==> src/rtl/hpu_axil_master_if.sv <==
// AXI4-Lite channel bundle between the HPU command master and a register-file slave.
interface hpu_axil_master_if #(
  parameter int ADDR_W = 32
);
  logic [ADDR_W-1:0] awaddr;
  logic              awvalid;
  logic              awready;
  logic [31:0]       wdata;
  logic [3:0]        wstrb;
  logic              wvalid;
  logic              wready;
  logic [1:0]        bresp;
  logic              bvalid;
  logic              bready;
  logic [ADDR_W-1:0] araddr;
  logic              arvalid;
  logic              arready;
  logic [31:0]       rdata;
  logic [1:0]        rresp;
  logic              rvalid;
  logic              rready;

  modport master (
    output awaddr, awvalid, wdata, wstrb, wvalid, bready, araddr, arvalid, rready,
    input  awready, wready, bresp, bvalid, arready, rdata, rresp, rvalid
  );

  modport slave (
    input  awaddr, awvalid, wdata, wstrb, wvalid, bready, araddr, arvalid, rready,
    output awready, wready, bresp, bvalid, arready, rdata, rresp, rvalid
  );
endinterface

==> src/rtl/hpu_axil_master.sv <==
// Single-outstanding AXI4-Lite master: turns a local command/response handshake into
// AW/W/B or AR/R transactions and counts SLVERR/DECERR responses.
module hpu_axil_master #(
  parameter int ADDR_W = 32,
  parameter int ERR_W  = 8
) (
  input  logic              clk,
  input  logic              rst,
  input  logic              cmd_valid,
  output logic              cmd_ready,
  input  logic              cmd_write,
  input  logic [ADDR_W-1:0] cmd_addr,
  input  logic [31:0]       cmd_wdata,
  input  logic [3:0]        cmd_wstrb,
  output logic              rsp_valid,
  input  logic              rsp_ready,
  output logic              rsp_write,
  output logic [31:0]       rsp_rdata,
  output logic [1:0]        rsp_resp,
  output logic              busy,
  output logic [ERR_W-1:0]  err_cnt,
  hpu_axil_master_if.master m_axi
);

  typedef enum logic [2:0] {IDLE, WR, WB, RA, RR, RSP} state_t;

  localparam logic [ADDR_W-1:0] ALIGN_MASK = ~ADDR_W'(3);

  state_t state, next_state;
  logic   aw_done, w_done;
  logic   aw_fin, w_fin;
  logic   b_take, r_take, resp_err;

  assign cmd_ready = (state == IDLE);
  assign busy      = (state != IDLE);

  always_ff @(posedge clk or posedge rst) begin
    if (rst) state <= IDLE;
    else     state <= next_state;
  end

  // A channel counts as finished in the very cycle its handshake happens.
  always_comb begin
    next_state = state;
    aw_fin     = aw_done | (m_axi.awvalid & m_axi.awready);
    w_fin      = w_done  | (m_axi.wvalid  & m_axi.wready);
    b_take     = (state == WB) & m_axi.bvalid;
    r_take     = (state == RR) & m_axi.rvalid;
    resp_err   = (b_take & m_axi.bresp[1]) | (r_take & m_axi.rresp[1]);
    case (state)
      IDLE: if (cmd_valid) next_state = cmd_write ? WR : RA;
      WR:   if (aw_fin && w_fin) next_state = WB;
      WB:   if (m_axi.bvalid) next_state = RSP;
      RA:   if (m_axi.arready) next_state = RR;
      RR:   if (m_axi.rvalid) next_state = RSP;
      RSP:  if (rsp_ready) next_state = IDLE;
      default: next_state = IDLE;
    endcase
  end

  always_ff @(posedge clk or posedge rst) begin
    if (rst) begin
      m_axi.awaddr  <= '0;
      m_axi.awvalid <= 1'b0;
      m_axi.wdata   <= '0;
      m_axi.wstrb   <= '0;
      m_axi.wvalid  <= 1'b0;
      m_axi.bready  <= 1'b0;
      m_axi.araddr  <= '0;
      m_axi.arvalid <= 1'b0;
      m_axi.rready  <= 1'b0;
      aw_done       <= 1'b0;
      w_done        <= 1'b0;
      rsp_valid     <= 1'b0;
      rsp_write     <= 1'b0;
      rsp_rdata     <= '0;
      rsp_resp      <= '0;
    end else begin
      case (state)
        IDLE: begin
          if (cmd_valid && cmd_write) begin
            m_axi.awaddr  <= cmd_addr & ALIGN_MASK;
            m_axi.wdata   <= cmd_wdata;
            m_axi.wstrb   <= cmd_wstrb;
            m_axi.awvalid <= 1'b1;
            m_axi.wvalid  <= 1'b1;
            aw_done       <= 1'b0;
            w_done        <= 1'b0;
          end else if (cmd_valid) begin
            m_axi.araddr  <= cmd_addr & ALIGN_MASK;
            m_axi.arvalid <= 1'b1;
          end
        end
        WR: begin
          if (m_axi.awvalid && m_axi.awready) begin
            m_axi.awvalid <= 1'b0;
            aw_done       <= 1'b1;
          end
          if (m_axi.wvalid && m_axi.wready) begin
            m_axi.wvalid <= 1'b0;
            w_done       <= 1'b1;
          end
          if (aw_fin && w_fin) m_axi.bready <= 1'b1;
        end
        WB: begin
          if (m_axi.bvalid) begin
            m_axi.bready <= 1'b0;
            rsp_valid    <= 1'b1;
            rsp_write    <= 1'b1;
            rsp_rdata    <= '0;
            rsp_resp     <= m_axi.bresp;
          end
        end
        RA: begin
          if (m_axi.arready) begin
            m_axi.arvalid <= 1'b0;
            m_axi.rready  <= 1'b1;
          end
        end
        RR: begin
          if (m_axi.rvalid) begin
            m_axi.rready <= 1'b0;
            rsp_valid    <= 1'b1;
            rsp_write    <= 1'b0;
            rsp_rdata    <= m_axi.rdata;
            rsp_resp     <= m_axi.rresp;
          end
        end
        RSP: begin
          if (rsp_ready) rsp_valid <= 1'b0;
        end
        default: ;
      endcase
    end
  end

  always_ff @(posedge clk or posedge rst) begin
    if (rst)                        err_cnt <= '0;
    else if (resp_err && ~&err_cnt) err_cnt <= err_cnt + 1'b1;
  end

endmodule

==> src/flat_wrapper.sv <==
// flat-port wrapper written by rule: the top's interface ports become plain ports
module hpu_axil_master_flat 
#(
  parameter int ADDR_W = 32,
  parameter int ERR_W  = 8
)
  (clk, rst, cmd_valid, cmd_ready, cmd_write, cmd_addr, cmd_wdata, cmd_wstrb, rsp_valid, rsp_ready, rsp_write, rsp_rdata, rsp_resp, busy, err_cnt, m_axi_awaddr, m_axi_awvalid, m_axi_wdata, m_axi_wstrb, m_axi_wvalid, m_axi_bready, m_axi_araddr, m_axi_arvalid, m_axi_rready, m_axi_awready, m_axi_wready, m_axi_bresp, m_axi_bvalid, m_axi_arready, m_axi_rdata, m_axi_rresp, m_axi_rvalid);
  hpu_axil_master_if #(.ADDR_W(ADDR_W)) m_axi_i ();
  input  logic clk;
  input  logic rst;
  input  logic cmd_valid;
  output logic cmd_ready;
  input  logic cmd_write;
  input  logic [ADDR_W-1:0] cmd_addr;
  input  logic [31:0] cmd_wdata;
  input  logic [3:0] cmd_wstrb;
  output logic rsp_valid;
  input  logic rsp_ready;
  output logic rsp_write;
  output logic [31:0] rsp_rdata;
  output logic [1:0] rsp_resp;
  output logic busy;
  output logic [ERR_W-1:0] err_cnt;
  output wire logic [$bits(m_axi_i.awaddr)-1:0] m_axi_awaddr;
  output wire logic [$bits(m_axi_i.awvalid)-1:0] m_axi_awvalid;
  output wire logic [$bits(m_axi_i.wdata)-1:0] m_axi_wdata;
  output wire logic [$bits(m_axi_i.wstrb)-1:0] m_axi_wstrb;
  output wire logic [$bits(m_axi_i.wvalid)-1:0] m_axi_wvalid;
  output wire logic [$bits(m_axi_i.bready)-1:0] m_axi_bready;
  output wire logic [$bits(m_axi_i.araddr)-1:0] m_axi_araddr;
  output wire logic [$bits(m_axi_i.arvalid)-1:0] m_axi_arvalid;
  output wire logic [$bits(m_axi_i.rready)-1:0] m_axi_rready;
  input wire logic [$bits(m_axi_i.awready)-1:0] m_axi_awready;
  input wire logic [$bits(m_axi_i.wready)-1:0] m_axi_wready;
  input wire logic [$bits(m_axi_i.bresp)-1:0] m_axi_bresp;
  input wire logic [$bits(m_axi_i.bvalid)-1:0] m_axi_bvalid;
  input wire logic [$bits(m_axi_i.arready)-1:0] m_axi_arready;
  input wire logic [$bits(m_axi_i.rdata)-1:0] m_axi_rdata;
  input wire logic [$bits(m_axi_i.rresp)-1:0] m_axi_rresp;
  input wire logic [$bits(m_axi_i.rvalid)-1:0] m_axi_rvalid;
  assign m_axi_awaddr = m_axi_i.awaddr;
  assign m_axi_awvalid = m_axi_i.awvalid;
  assign m_axi_wdata = m_axi_i.wdata;
  assign m_axi_wstrb = m_axi_i.wstrb;
  assign m_axi_wvalid = m_axi_i.wvalid;
  assign m_axi_bready = m_axi_i.bready;
  assign m_axi_araddr = m_axi_i.araddr;
  assign m_axi_arvalid = m_axi_i.arvalid;
  assign m_axi_rready = m_axi_i.rready;
  assign m_axi_i.awready = m_axi_awready;
  assign m_axi_i.wready = m_axi_wready;
  assign m_axi_i.bresp = m_axi_bresp;
  assign m_axi_i.bvalid = m_axi_bvalid;
  assign m_axi_i.arready = m_axi_arready;
  assign m_axi_i.rdata = m_axi_rdata;
  assign m_axi_i.rresp = m_axi_rresp;
  assign m_axi_i.rvalid = m_axi_rvalid;
  hpu_axil_master #(.ADDR_W(ADDR_W), .ERR_W(ERR_W)) u_core (.clk(clk), .rst(rst), .cmd_valid(cmd_valid), .cmd_ready(cmd_ready), .cmd_write(cmd_write), .cmd_addr(cmd_addr), .cmd_wdata(cmd_wdata), .cmd_wstrb(cmd_wstrb), .rsp_valid(rsp_valid), .rsp_ready(rsp_ready), .rsp_write(rsp_write), .rsp_rdata(rsp_rdata), .rsp_resp(rsp_resp), .busy(busy), .err_cnt(err_cnt), .m_axi(m_axi_i));
endmodule
==> config.mk <==
export PLATFORM = sky130hd
export DESIGN_NAME = hpu_axil_master_flat
export DESIGN_NICKNAME = d
export VERILOG_FILES = /design/src/rtl/hpu_axil_master_if.sv /design/src/rtl/hpu_axil_master.sv /design/src/flat_wrapper.sv
export SDC_FILE = /design/constraint.sdc
export NUM_CORES = 1
export LEC_CHECK = 0
export ABC_CLOCK_PERIOD_IN_PS = 6600
export CAP_MARGIN = 15
export CORE_MARGIN = 5
export CORE_UTILIZATION = 36
export CTS_CLUSTER_DIAMETER = 30
export DETAILED_ROUTE_END_ITERATION = 6
export PLACE_DENSITY = 0.81
export SLEW_MARGIN = 20
export SYNTH_ARGS = -nofsm -noshare
export SYNTH_HDL_FRONTEND = slang
export SYNTH_SLANG_ARGS = --single-unit
==> constraint.sdc <==
create_clock -name clk -period 6.6 [get_ports clk]
set_input_delay 1.98 -clock clk [delete_from_list [all_inputs] [get_ports clk]]
set_output_delay 1.98 -clock clk [all_outputs]
set_load 0.005 [all_outputs]
==> results_dict.tcl, run 1 <==
set metrics [dict create \
    rsz0062_at_grt "false" \
    synth-main-ff-cell "dfrtp_1" \
    ys_ff_latch 150 \
    cts_made_buffers 17 \
    fin_hold_ws_ps 472.1 \
    instances_no_fill 1080 \
    viasPerCell 4.594 \
    post-cts-setup-buffer-count 0 \
    fillers 1377 \
    die_width_um 138.6 \
    synth.avg_cell_area_um2 9.984 \
    synth_cells 596 \
    synth_top_cell_by_area "dfrtp_1" \
    layout_commonest_cell "nand2_1" \
    wire_per_inst_um 15.37 \
    max_slew_margin_pct 29.32 \
    start_kind "flop" \
    postRouteAntennaNets 0 \
    gp_congestion 0.7600 \
    routed_wl_um 16600 \
    clock_latency_ps 410 \
    clk_path_buf_depth 2 \
    setup_violations 0 \
    htree_levels 4 \
    root_buffer "clkbuf_16" \
    post-dp-hpwl_um 11860 \
    clock_skew_ps 7.424 \
    ctsHoldBuffers 0 \
    grt_remaining_overflow 0 \
    grt_pass1_wl_um 27100 \
    yosysSeqAreaShare_pct 63.08 \
    fin_tns_setup_ps 0 \
    fin_ws_ps 2629 \
    io_pins 265 \
    maxCapViolCount 0 \
    worstMarginPinSlew_ps 1058 \
    antenna_found_initial 1 \
    final_cell_mix "nand2_1, clkdlybuf4s50_1, dfrtp_1" \
    arrival_ps 1990 \
    cp_max_fo 14 \
    syn_area_um2 5951 \
    fin_nets 962 \
    ys_async_sr_fraction_pct 100.0 \
    synth.distinct_cells 34 \
    place_ws_ps 2453 \
    core_area_um2 16410 \
    start_util_pct 36.27 \
    synth_edf_count 0 \
    peakVddDrop_uv 209.4 \
    crit_path_end_kind "output pin" \
    timing.rr.start "u_core.state[0]" \
    powerDensity_nw_per_um2 432.0 \
    ys_top_cells_by_area "dfrtp_1, nand2_1, mux2_2" \
    first_iter_violations 259 \
    cts_sinks 150 \
    hp-class "reg2reg" \
    ys_warn_count 0 \
    hold_path.startpoint "u_core.m_axi.awaddr[18]" \
    tritoncts "built" \
    drt_first_pass_iters 5 \
    vias 4962 \
    die_y_um 138.6 \
    drc_errors 0 \
    areaGrowthSynthToFinish_pct 56.81 \
    drv_slew 0 \
    finalCritPeriodShare_pct 60.17 \
    max_freq_mhz 251.8 \
    grt_pass1_vias 5057 \
    placed_cells 1048 \
    io_buffers 258 \
    grtUsageTotal_pct 17.51 \
    dpl-instance-area_um2 8751 \
    min_period_ps 3971 \
    yosysTopAreaCellShare_pct 63.08 \
    fp-row-count 47 \
    status "finished, final reports clean" \
    fin_area_um2 9331 \
    worstSetupStartpoint "u_core.state[0]" \
    worstPathRequired_ps 4620 \
    clk_pin_slew_ps 60 \
    grt_max_degree 70 \
    critPathKind "reg2out" \
    p_leak_nw 4.209 \
    hold_viol 0 \
    drive_gt1_share_pct 8.140 \
    diodes 0 \
    cts.repair.resized 0 \
    dieArea_um2 19200 \
]
[area by class of cell]
cell class | instances | area (µm²) | share of cell area [%]
clock buffer | 25 | 485.5 | 5.202
clock inverter | 7 | 95.09 | 1.019
timing repair buffer | 264 | 2648 | 28.37
sequential | 150 | 3754 | 40.23
tap | 220 | 275.3 | 2.950
inverter | 4 | 20.02 | 0.2145
multi-input combinational | 410 | 2054 | 22.02
[final timing paths]
| kind | slack [ps] | depth (start not counted) | endpoint |
|---|---|---|---|
| setup reg to reg | 4070 | 4 | u_core.m_axi.araddr[9] |
| min in group asynchronous | 2050 | 2 | u_core.rsp_rdata[14] |
| hold reg to reg | 470 | 2 | u_core.m_axi.awaddr[18] |
| setup / recovery | 2630 | 2 | cmd_ready |
| max in group asynchronous | 3570 | 3 | u_core.w_done |
| hold / removal | 470 | 2 | u_core.m_axi.awaddr[18] |
[power by group]
group	switching [mW]	internal [mW]
Combinational	0.592	0.948
Sequential	0.234	1.31
Clock	0.359	0.587
[layer usage]
layer / GRT usage, % / wire [µm] / share of wire [%]
met1: 20.89 / 6923 / 42
met2: 28.73 / 7987 / 48
met3: 6.552 / 1313 / 7.9
met4: 7.072 / 357 / 2.2
met5: 0 / 20 / 0.12
[cells by family (layout without fill, tap and decap cells)]
family	after synthesis	count (layout)	share of synthesized area (%)
AO/OA/AOI/OAI	54	54	5.025
XOR/XNOR	7	7	1.030
other	1	4	0.06302
adder cells (fa/ha/maj)	1	1	0.2102
multiplexers	35	35	6.581
AND/OR/NAND/NOR	309	309	21.07
flip-flops	150	150	63.08
buffers and inverters	39	300	2.944
[critical path: stages (launching register included)]
cell and delay, ps:
dfrtp_1 540, nor3_2 460, clkdlybuf4s50_1 590
[state kept, by name, summed over array words and instances (netlist names)]
name,flops
u_core.aw_done,1
u_core.m_axi.araddr,30
u_core.m_axi.bready,1
u_core.m_axi.rready,1
u_core.m_axi.arvalid,1
u_core.rsp_resp,2
u_core.state,3
u_core.m_axi.wstrb,4
u_core.m_axi.wdata,32
u_core.rsp_write,1
u_core.rsp_valid,1
u_core.err_cnt,8
u_core.rsp_rdata,32
u_core.m_axi.awvalid,1
u_core.w_done,1
u_core.m_axi.awaddr,30
u_core.m_axi.wvalid,1
[cells in the mapped netlist (3+ instances only)]
| master | instances |
|---|---|
| dfrtp_1 | 150 |
| a21oi_1 | 5 |
| inv_1 | 4 |
| nand2_1 | 275 |
| clkbuf_1 | 22 |
| nand3_1 | 5 |
| nand2b_1 | 3 |
| o21ai_0 | 37 |
| nor2_1 | 9 |
| mux2_2 | 27 |
| mux2_1 | 6 |
| buf_2 | 8 |
| buf_4 | 5 |
| nor4_1 | 3 |
| xor2_1 | 7 |
| a31oi_1 | 3 |
[through the flow]
stage / power [mW] / util (%)
global placement: 3.065 / 53.17
detailed placement: 3.121 / 53.34
finish: 4.031 / 56.87
floorplan: 2.089 / -
global route: 4.293 / 56.87
CTS: 4.090 / 56.87
Power figures use the tool's default switching activity.
==> run 2: changes to the inputs <==
--- a/config.mk
+++ b/config.mk
@@ -5,13 +5,13 @@
 export SDC_FILE = /design/constraint.sdc
 export NUM_CORES = 1
 export LEC_CHECK = 0
-export ABC_CLOCK_PERIOD_IN_PS = 6600
+export ABC_CLOCK_PERIOD_IN_PS = 3400
 export CAP_MARGIN = 15
 export CORE_MARGIN = 5
 export CORE_UTILIZATION = 36
 export CTS_CLUSTER_DIAMETER = 30
 export DETAILED_ROUTE_END_ITERATION = 6
-export PLACE_DENSITY = 0.81
+export PLACE_DENSITY = 0.83
 export SLEW_MARGIN = 20
 export SYNTH_ARGS = -nofsm -noshare
 export SYNTH_HDL_FRONTEND = slang
==> constraint.sdc (replaced) <==
create_clock -name clk -period 3.4 [get_ports clk]
set_input_delay 1.02 -clock clk [delete_from_list [all_inputs] [get_ports clk]]
set_output_delay 1.02 -clock clk [all_outputs]
set_load 0.005 [all_outputs]
==> run 2 against run 1 <==
Compared with the run above:
- routed wire length is 1.0% higher
- critical endpoint unchanged
- register-to-register slack worse by 2800 ps
- highest routed layer is now met4
- largest power group is now combinational logic
- sequential power is 95% higher
- combinational power is 96% higher
- first-iteration DRC count is 7.3% lower
==> results_dict.tcl, run 2 (same netlist as run 1, synthesis figures left out) <==
set metrics [dict create \
    htree_levels 4 \
    clock_latency_ps 410 \
    path_cells "nor3_2 -> clkdlybuf4s50_1" \
    hp-class "reg2reg" \
    drv_slew 0 \
    fillers 1365 \
    clk_pin_slew_ps 60 \
    fp-row-count 47 \
    powerDensity_nw_per_um2 841.0 \
    first_iter_violations 240 \
    core_area_um2 16410 \
    final_cell_mix "nand2_1, clkdlybuf4s50_1, dfrtp_1" \
    grt_max_degree 86 \
    whs_path_depth 2 \
    reg_top3 "u_core.m_axi.wdata (32), u_core.rsp_rdata (32)" \
    tritoncts "built" \
    drive_gt1_share_pct 8.681 \
    p_total_mw 7.917 \
    root_buffer "clkbuf_16" \
    io_pins 265 \
    grt_pass1_vias 5064 \
    crit_path_max_incr_delay_ps 610 \
    drt_first_pass_iters 4 \
    cp_max_fo 14 \
    setup_violations 0 \
    hold_viol 0 \
    gp_congestion 0.7981 \
    drc_errors 0 \
    min_to "u_core.m_axi.wdata[22]" \
    fin_nets 966 \
    ctsHoldBuffers 0 \
    grtUsageTotal_pct 17.47 \
    areaGrowthSynthToFinish_pct 58.20 \
    layout_commonest_cell "nand2_1" \
    finalCritPeriodShare_pct 89.30 \
    p_leak_nw 4.243 \
    crit_path_top_delay_cell "clkdlybuf4s50_1" \
    viasPerCell 4.580 \
    postRouteAntennaNets 0 \
    post-cts-setup-buffer-count 0 \
    hold_path.startpoint "u_core.m_axi.wdata[22]" \
    fin_hold_ws_ps 470.4 \
    critPathKind "reg2out" \
    diodes 0 \
    rsz0062_at_grt "false" \
    fin_tns_setup_ps 0 \
    post-dp-hpwl_um 12110 \
    timing.rr.start "u_core.state[0]" \
    worstPathRequired_ps 2380 \
    grt_pass1_wl_um 27260 \
    min_period_ps 3036 \
    dieArea_um2 19200 \
    vias 4965 \
    clk_path_buf_depth 2 \
    crit_path_end_kind "output pin" \
    worstMarginPinSlew_ps 614.0 \
    rr_endpoint "u_core.err_cnt[1]" \
    peakVddDrop_uv 500.5 \
    routed_wl_um 16770 \
    io_buffers 258 \
    status "finished, final reports clean" \
    reg2reg_depth 6 \
    die_y_um 138.6 \
    cts_made_buffers 17 \
    clock_skew_ps 13.34 \
    die_width_um 138.6 \
    reg2reg_slack_ps 1290 \
    maxCapViolCount 0 \
    grt_remaining_overflow 0 \
    start_kind "flop" \
    antenna_found_initial 0 \
    max_slew_margin_pct 58.98 \
    start_util_pct 36.27 \
    max_freq_mhz 329.4 \
    wire_per_inst_um 15.47 \
    arrival_ps 2020 \
    cts.repair.resized 0 \
    cts_sinks 150 \
]
-- run 2: metrics by stage --
step / setup WS, ps / instances / util [%] / area, µm²
detailed placement: 515.2 / 1052 / 53.77 / 8822
floorplan: 491.0 / 599 / - / 5966
CTS: 317.0 / 1084 / 57.38 / 9414
finish: 363.8 / 1084 / 57.38 / 9414
global placement: 539.0 / 1052 / 53.77 / 8822
global route: 232.2 / 1084 / 57.38 / 9414
-- run 2: worst max path at each step --
stage | endpoint | startpoint | slack, ps
after CTS | cmd_ready | u_core.state[0] | 320
after global placement | u_core.err_cnt[1] | m_axi_bvalid | 540
final | cmd_ready | u_core.state[0] | 360
after global routing | cmd_ready | u_core.state[0] | 230
after floorplan | u_core.aw_done | rst | 490
after detailed placement | u_core.err_cnt[1] | m_axi_bvalid | 520
-- run 2: metal layers --
metal | part of all wire [%] | GRT usage, % | wire length [µm] | up-vias
li1 | - | - | - | 2427
met1 | 41 | 20.73 | 6899 | 2338
met2 | 49 | 29.16 | 8228 | 168
met3 | 6.9 | 6.000 | 1165 | 32
met4 | 2.9 | 7.176 | 478 | 0
met5 | 0 | 0 | 0 | -
-- run 2: cell type report --
| cell class | instances | area [µm²] | share of cell area (%) |
|---|---|---|---|
| tap | 220 | 275.3 | 2.924 |
| sequential | 150 | 3754 | 39.87 |
| timing repair buffer | 268 | 2720 | 28.89 |
| clock buffer | 21 | 440.4 | 4.678 |
| multi-input combinational | 410 | 2054 | 21.82 |
| inverter | 4 | 18.77 | 0.1994 |
| clock inverter | 11 | 151.4 | 1.608 |
-- run 2: report_power, final --
| group | leakage [nW] | total [mW] | internal, mW | switching (mW) |
|---|---|---|---|---|
| sequential | 1.91 | 3.00 | 2.54 | 0.455 |
| combinational | 2.05 | 3.02 | 1.86 | 1.16 |
| clock | 0.286 | 1.90 | 1.16 | 0.737 |
| total | 4.24 | 7.92 | 5.56 | 2.35 |
-- run 2: worst max-delay path: cells and delay by family (launching register included) --
family	cells	cell delay [ps]
buffers and inverters	1	610
AND/OR/NAND/NOR	1	460
flip-flops	1	540
==> run 3: changes to the inputs <==
--- a/config.mk
+++ b/config.mk
@@ -12,7 +12,6 @@
 export CTS_CLUSTER_DIAMETER = 30
 export DETAILED_ROUTE_END_ITERATION = 6
 export PLACE_DENSITY = 0.83
-export SLEW_MARGIN = 20
 export SYNTH_ARGS = -nofsm -noshare
 export SYNTH_HDL_FRONTEND = slang
 export SYNTH_SLANG_ARGS = --single-unit
==> results of run 3 <==
The final DEF is identical to that of run 2; final timing and power are the same.
